**src/rtl/dp_ram_be.sv**
```systemverilog
`default_nettype none
// +----------------------------------------------------------------------------+
// | Module      : dp_ram_be                                                    |
// | Description : Simple dual-port RAM with byte-enable writes, power-up clear |
// |               sequencer and optional output register.                      |
// | Revision    : 1.0 - initial release                                        |
// +----------------------------------------------------------------------------+

module dp_ram_be #(
  parameter int DATA_WIDTH = 16,
  parameter int ADDR_WIDTH = 3,
  parameter int OUT_REG    = 0,
  parameter int RDW_MODE   = 0
) (
  input  logic                       clk,
  input  logic                       rst_n,
  input  logic                       wr_en,
  input  logic [ADDR_WIDTH-1:0]      wr_addr,
  input  logic [DATA_WIDTH-1:0]      wr_data,
  input  logic [DATA_WIDTH/8-1:0]    wr_be,
  input  logic                       rd_en,
  input  logic [ADDR_WIDTH-1:0]      rd_addr,
  output logic [DATA_WIDTH-1:0]      rd_data,
  output logic                       rd_valid,
  output logic                       init_done
);

  localparam int NUM_BYTES = DATA_WIDTH / 8;
  localparam int DEPTH     = 2 ** ADDR_WIDTH;

  localparam logic [0:0] c_st_init  = 1'b0;
  localparam logic [0:0] c_st_ready = 1'b1;

  localparam logic [ADDR_WIDTH-1:0] c_last_addr = ADDR_WIDTH'(DEPTH - 1);
  localparam logic [ADDR_WIDTH-1:0] c_addr_one  = ADDR_WIDTH'(1);

  logic [0:0]            r_state;
  logic [ADDR_WIDTH-1:0] r_clr_cnt;
  logic [DATA_WIDTH-1:0] r_mem [DEPTH];

  logic                  w_ready;
  logic                  w_wr_acc;
  logic                  w_rd_acc;
  logic                  w_same_addr;
  logic [DATA_WIDTH-1:0] w_mem_word;
  logic [DATA_WIDTH-1:0] w_rd_word;

  logic                  r_s1_vld;
  logic [DATA_WIDTH-1:0] r_s1_data;

  assign w_ready     = (r_state == c_st_ready);
  assign w_wr_acc    = w_ready & wr_en;
  assign w_rd_acc    = w_ready & rd_en;
  assign w_same_addr = (wr_addr == rd_addr);
  assign w_mem_word  = r_mem[rd_addr];
  assign init_done   = w_ready;

  // Clear sequencer: walks every address once after reset, then hands over to users.
  always_ff @(posedge clk) begin
    if (!rst_n) begin
      r_state   <= c_st_init;
      r_clr_cnt <= '0;
    end else if (r_state == c_st_init) begin
      r_clr_cnt <= r_clr_cnt + c_addr_one;
      if (r_clr_cnt == c_last_addr) begin
        r_state <= c_st_ready;
      end
    end
  end

  // Storage has no reset of its own; the sequencer zeroes it after every reset.
  always_ff @(posedge clk) begin
    if (rst_n && (r_state == c_st_init)) begin
      r_mem[r_clr_cnt] <= '0;
    end else if (rst_n && w_wr_acc) begin
      for (int b = 0; b < NUM_BYTES; b++) begin
        if (wr_be[b]) begin
          r_mem[wr_addr][8*b +: 8] <= wr_data[8*b +: 8];
        end
      end
    end
  end

  generate
    if (RDW_MODE != 0) begin : g_rdw_new
      for (genvar b = 0; b < NUM_BYTES; b++) begin : g_merge
        assign w_rd_word[8*b +: 8] = (w_wr_acc && w_same_addr && wr_be[b]) ?
                                     wr_data[8*b +: 8] : w_mem_word[8*b +: 8];
      end
    end else begin : g_rdw_old
      assign w_rd_word = w_mem_word;
    end
  endgenerate

  // Data registers only load on an accepted read so rd_data holds between reads.
  always_ff @(posedge clk) begin
    if (!rst_n) begin
      r_s1_vld  <= 1'b0;
      r_s1_data <= '0;
    end else begin
      r_s1_vld <= w_rd_acc;
      if (w_rd_acc) begin
        r_s1_data <= w_rd_word;
      end
    end
  end

  generate
    if (OUT_REG != 0) begin : g_out_reg
      logic                  r_s2_vld;
      logic [DATA_WIDTH-1:0] r_s2_data;

      always_ff @(posedge clk) begin
        if (!rst_n) begin
          r_s2_vld  <= 1'b0;
          r_s2_data <= '0;
        end else begin
          r_s2_vld <= r_s1_vld;
          if (r_s1_vld) begin
            r_s2_data <= r_s1_data;
          end
        end
      end

      assign rd_data  = r_s2_data;
      assign rd_valid = r_s2_vld;
    end else begin : g_no_out_reg
      assign rd_data  = r_s1_data;
      assign rd_valid = r_s1_vld;
    end
  endgenerate

endmodule

`default_nettype wire

```
**config.mk**
```make
export PLATFORM = sky130hd
export DESIGN_NAME = dp_ram_be
export DESIGN_NICKNAME = d
export VERILOG_FILES = /design/src/rtl/dp_ram_be.sv
export SDC_FILE = /design/constraint.sdc
export NUM_CORES = 1
export LEC_CHECK = 0
export CORE_MARGIN = 5
export CORE_UTILIZATION = 30
export CTS_BUF_LIST = sky130_fd_sc_hd__clkbuf_2
export DETAILED_ROUTE_END_ITERATION = 12
export SYNTH_ARGS = -nofsm -noshare
export SYNTH_HDL_FRONTEND = slang
export SYNTH_SLANG_ARGS = --single-unit
export TNS_END_PERCENT = 1
```
**constraint.sdc**
```tcl
create_clock -name clk -period 1.7 [get_ports clk]
set_input_delay 0.255 -clock clk [delete_from_list [all_inputs] [get_ports clk]]
set_output_delay 0.255 -clock clk [all_outputs]
set_load 0.02 [all_outputs]
```
==> impl_metrics.ini <==
[synthesis]
ys_dominant_reg_cell = edfxtp_1
synth_edf_count = 128
synthArstFlopShare_pct = 0
synth-seq-cells = 149
ys_types = 32
syn_avg_cell_area_um2 = 15.3
ys_warn_count = 0
synth_fp_nets = 424
synthCells = 394
synth-seq-area-share_pct = 70.6
netlist_area_um2 = 6040

[floorplan]
pin_count = 46
start_util_pct = 30.7
die-area_um2 = 23100
fp.dieH_um = 152
core_area_um2 = 19700
dieWidth_um = 152
rows = 51

[outcome]
status = completed

[sta]
fmax_ghz = 0.605
fin_crit_ns = 1.65
relSlewSlack_pct = 73.8
setup_tns_ns = 0
clock_skew_ns = 0.0525
drv_slew = 0
rsz0062_at_grt = yes
finalSetupViolations = 0
fin_ws_ns = 0.0476
finalCritPeriodShare_pct = 97.2
worst_pin_slew_ns = 0.393
finalHoldViolCount = 0

[hold_path]
hold_path_class = primary input to register

[detailed_routing]
vias = 3532
dr.first_iter.drc_count = 220
wl_um = 12500
first_pass_iters = 5
via_per_inst = 4.62
route.detailed.drc = 0
ant_nets = 0
wl_per_cell_um = 16.3

[worst_setup_path]
crit_path_end_kind = register
arrival_ns = 2.01
path_cells = o2111a_4 -> buf_8 -> nor4bb_4 -> a41oi_2 -> nor2_2 -> buf_6
cp_slowest_stage_delay_ns = 0.37
cpMaxStageDelayCell = dfxtp_2
critPathRequiredTime_ns = 2.06
cpLargestDelayFamily = simple AND/OR/NAND/NOR gates
critical_path_class = register to register
crit_fanout = 8
start_kind = register
crit_buf_inv = 2

[global_routing]
grt-ovfl-total = 0
grt_pass1_wl_um = 19700
grt_pass1_vias = 3650
grt.total_usage_pct = 10.8
grt_max_degree = 34
antenna_found_initial = 1

[clock_tree]
htreeDepth = 4
clock_tree.root_cell = clkbuf_2
postCtsSetupBuffers = 0
clockBufferDepth = 2
numCtsBuffers = 17
cts_tree = yes
clk_latency_ns = 0.66
clk_pin_slew_worst_paths_ns = 0.21
postCtsHoldBufs = 0
cts_sinks = 149

[placed_design]
place_area_um2 = 7250
place_congestion = 0.761
io_buffers = 45
pre_cts_ws_ns = -0.506
hpwlAfterDp_um = 8780

[flow_run]
cap_violations = 0

[final_layout]
design_area_um2 = 7580
layout.nets = 515
area_growth_pct = 25.6
drive_above_1_share_pct = 26.7
fill_cells = 1893
fin_util_pct = 38.6

[power]
powerDensity_nw_per_um2 = 892
ir_drop_mv = 0.457
leakagePower_uw = 0.00273
-- metal layers --
layer	global-route usage, %	vias to the layer above	part of all wire [%]	wire length [um]
met5	0	-	0	0
met4	3.47	0	1.2	155
met3	2.27	10	3.7	457
met2	17.9	76	50	6180
met1	14.2	1744	45	5660
li1	-	1702	-	-
-- logic make-up (layout without fill, tap and decap cells) --
| logic type | after synthesis | after routing | share of synthesized area, % |
|---|---|---|---|
| multiplexers | 66 | 66 | 10.9 |
| flip-flops | 149 | 149 | 70.6 |
| adder cells (fa/ha/maj) | 2 | 2 | 0.414 |
| buffers and inverters | 26 | 130 | 3.17 |
| AO/OA/AOI/OAI | 74 | 74 | 8.00 |
| other | 0 | 1 | 0 |
| XOR/XNOR | 1 | 1 | 0.145 |
| AND/OR/NAND/NOR | 76 | 76 | 6.71 |
-- stage by stage --
stage | total power (uW) | cells | hold WS, ns
finish | 6760 | 764 | 0.254
global route | 7040 | 764 | 0.156
CTS | 6810 | 763 | 0.165
detailed placement | 4620 | 731 | 0.513
global placement | 4600 | 731 | 0.511
floorplan | 4390 | 394 | 0.408
-- final timing paths --
| kind | end | cells after the start | startpoint | slack [ns] |
|---|---|---|---|---|
| worst min-delay path | rd_valid | 2 | rd_en | 0.25 |
| worst max-delay path | r_mem[3][5] | 6 | init_done | 0.05 |
| worst max register to register | r_mem[3][5] | 6 | init_done | 0.05 |
| worst min register to register | rd_data[10] | 2 | rd_data[10] | 0.55 |
-- cell type report --
cell class,count,area [um^2],share of cell area [%]
well taps,265,332,4.37
diodes,1,2.50,0.0330
clock inverters,15,200,2.64
clock buffers,17,85.1,1.12
flip-flops and latches,149,4280,56.4
inverters,2,7.51,0.0990
repair buffers,96,1010,13.3
multi-input cells,219,1670,22.0
-- synth_stat cells (3+ instances only) --
master,n,area (um^2)
clkbuf_1,7,26.3
edfxtp_1,128,3840
buf_6,6,67.6
and2_1,18,113
a31oi_1,6,37.5
a21oi_1,16,80.1
clkbuf_2,3,15.0
nor2b_1,5,31.3
nand2_1,8,30.0
buf_2,3,15.0
a22oi_1,32,240
buf_8,3,45.0
o21ai_0,15,75.1
dfxtp_1,21,420
nor2_1,35,131
mux2i_1,66,661
nor4b_2,3,45.0
-- registers in the layout (all words and copies together) (netlist names) --
name / count
r_mem: 128
init_done: 1
r_clr_cnt: 3
rd_data: 16
rd_valid: 1
-- report_power, final --
group	internal, uW	switching [uW]
registers	4010	39.8
clock network	977	1230
logic	250	250
total	5240	1520
-- repair_timing --
action	in CTS	in global routing
pin swaps	0	3
gates cloned	0	0
setup endpoints to repair	21	79
resized for setup	42	35
-- cell usage in the layout (no fill, tap or decap), drive strengths merged --
| cell | instances |
|---|---|
| edfxtp | 128 |
| mux2i | 66 |
| buf | 53 |
| nor2 | 35 |
| a22oi | 32 |
| clkbuf | 26 |
| clkdlybuf4s50 | 26 |
| dfxtp | 21 |
| and2 | 19 |
| a21oi | 16 |
| o21ai | 16 |
| nand2 | 8 |
| clkdlybuf4s15 | 8 |
| a31oi | 6 |
| inv | 6 |
| nor2b | 5 |
| clkinv | 5 |
| bufinv | 4 |
| nor4b | 3 |
| ha | 2 |
| clkinvlp | 2 |
| a41oi | 2 |
| diode | 1 |
| o2111a | 1 |
| nor3 | 1 |
| and4bb | 1 |
| nor3b | 1 |
| nor4bb | 1 |
| nor4 | 1 |
| xnor2 | 1 |
| o21a | 1 |
| and3 | 1 |
Power figures use the tool's default switching activity.
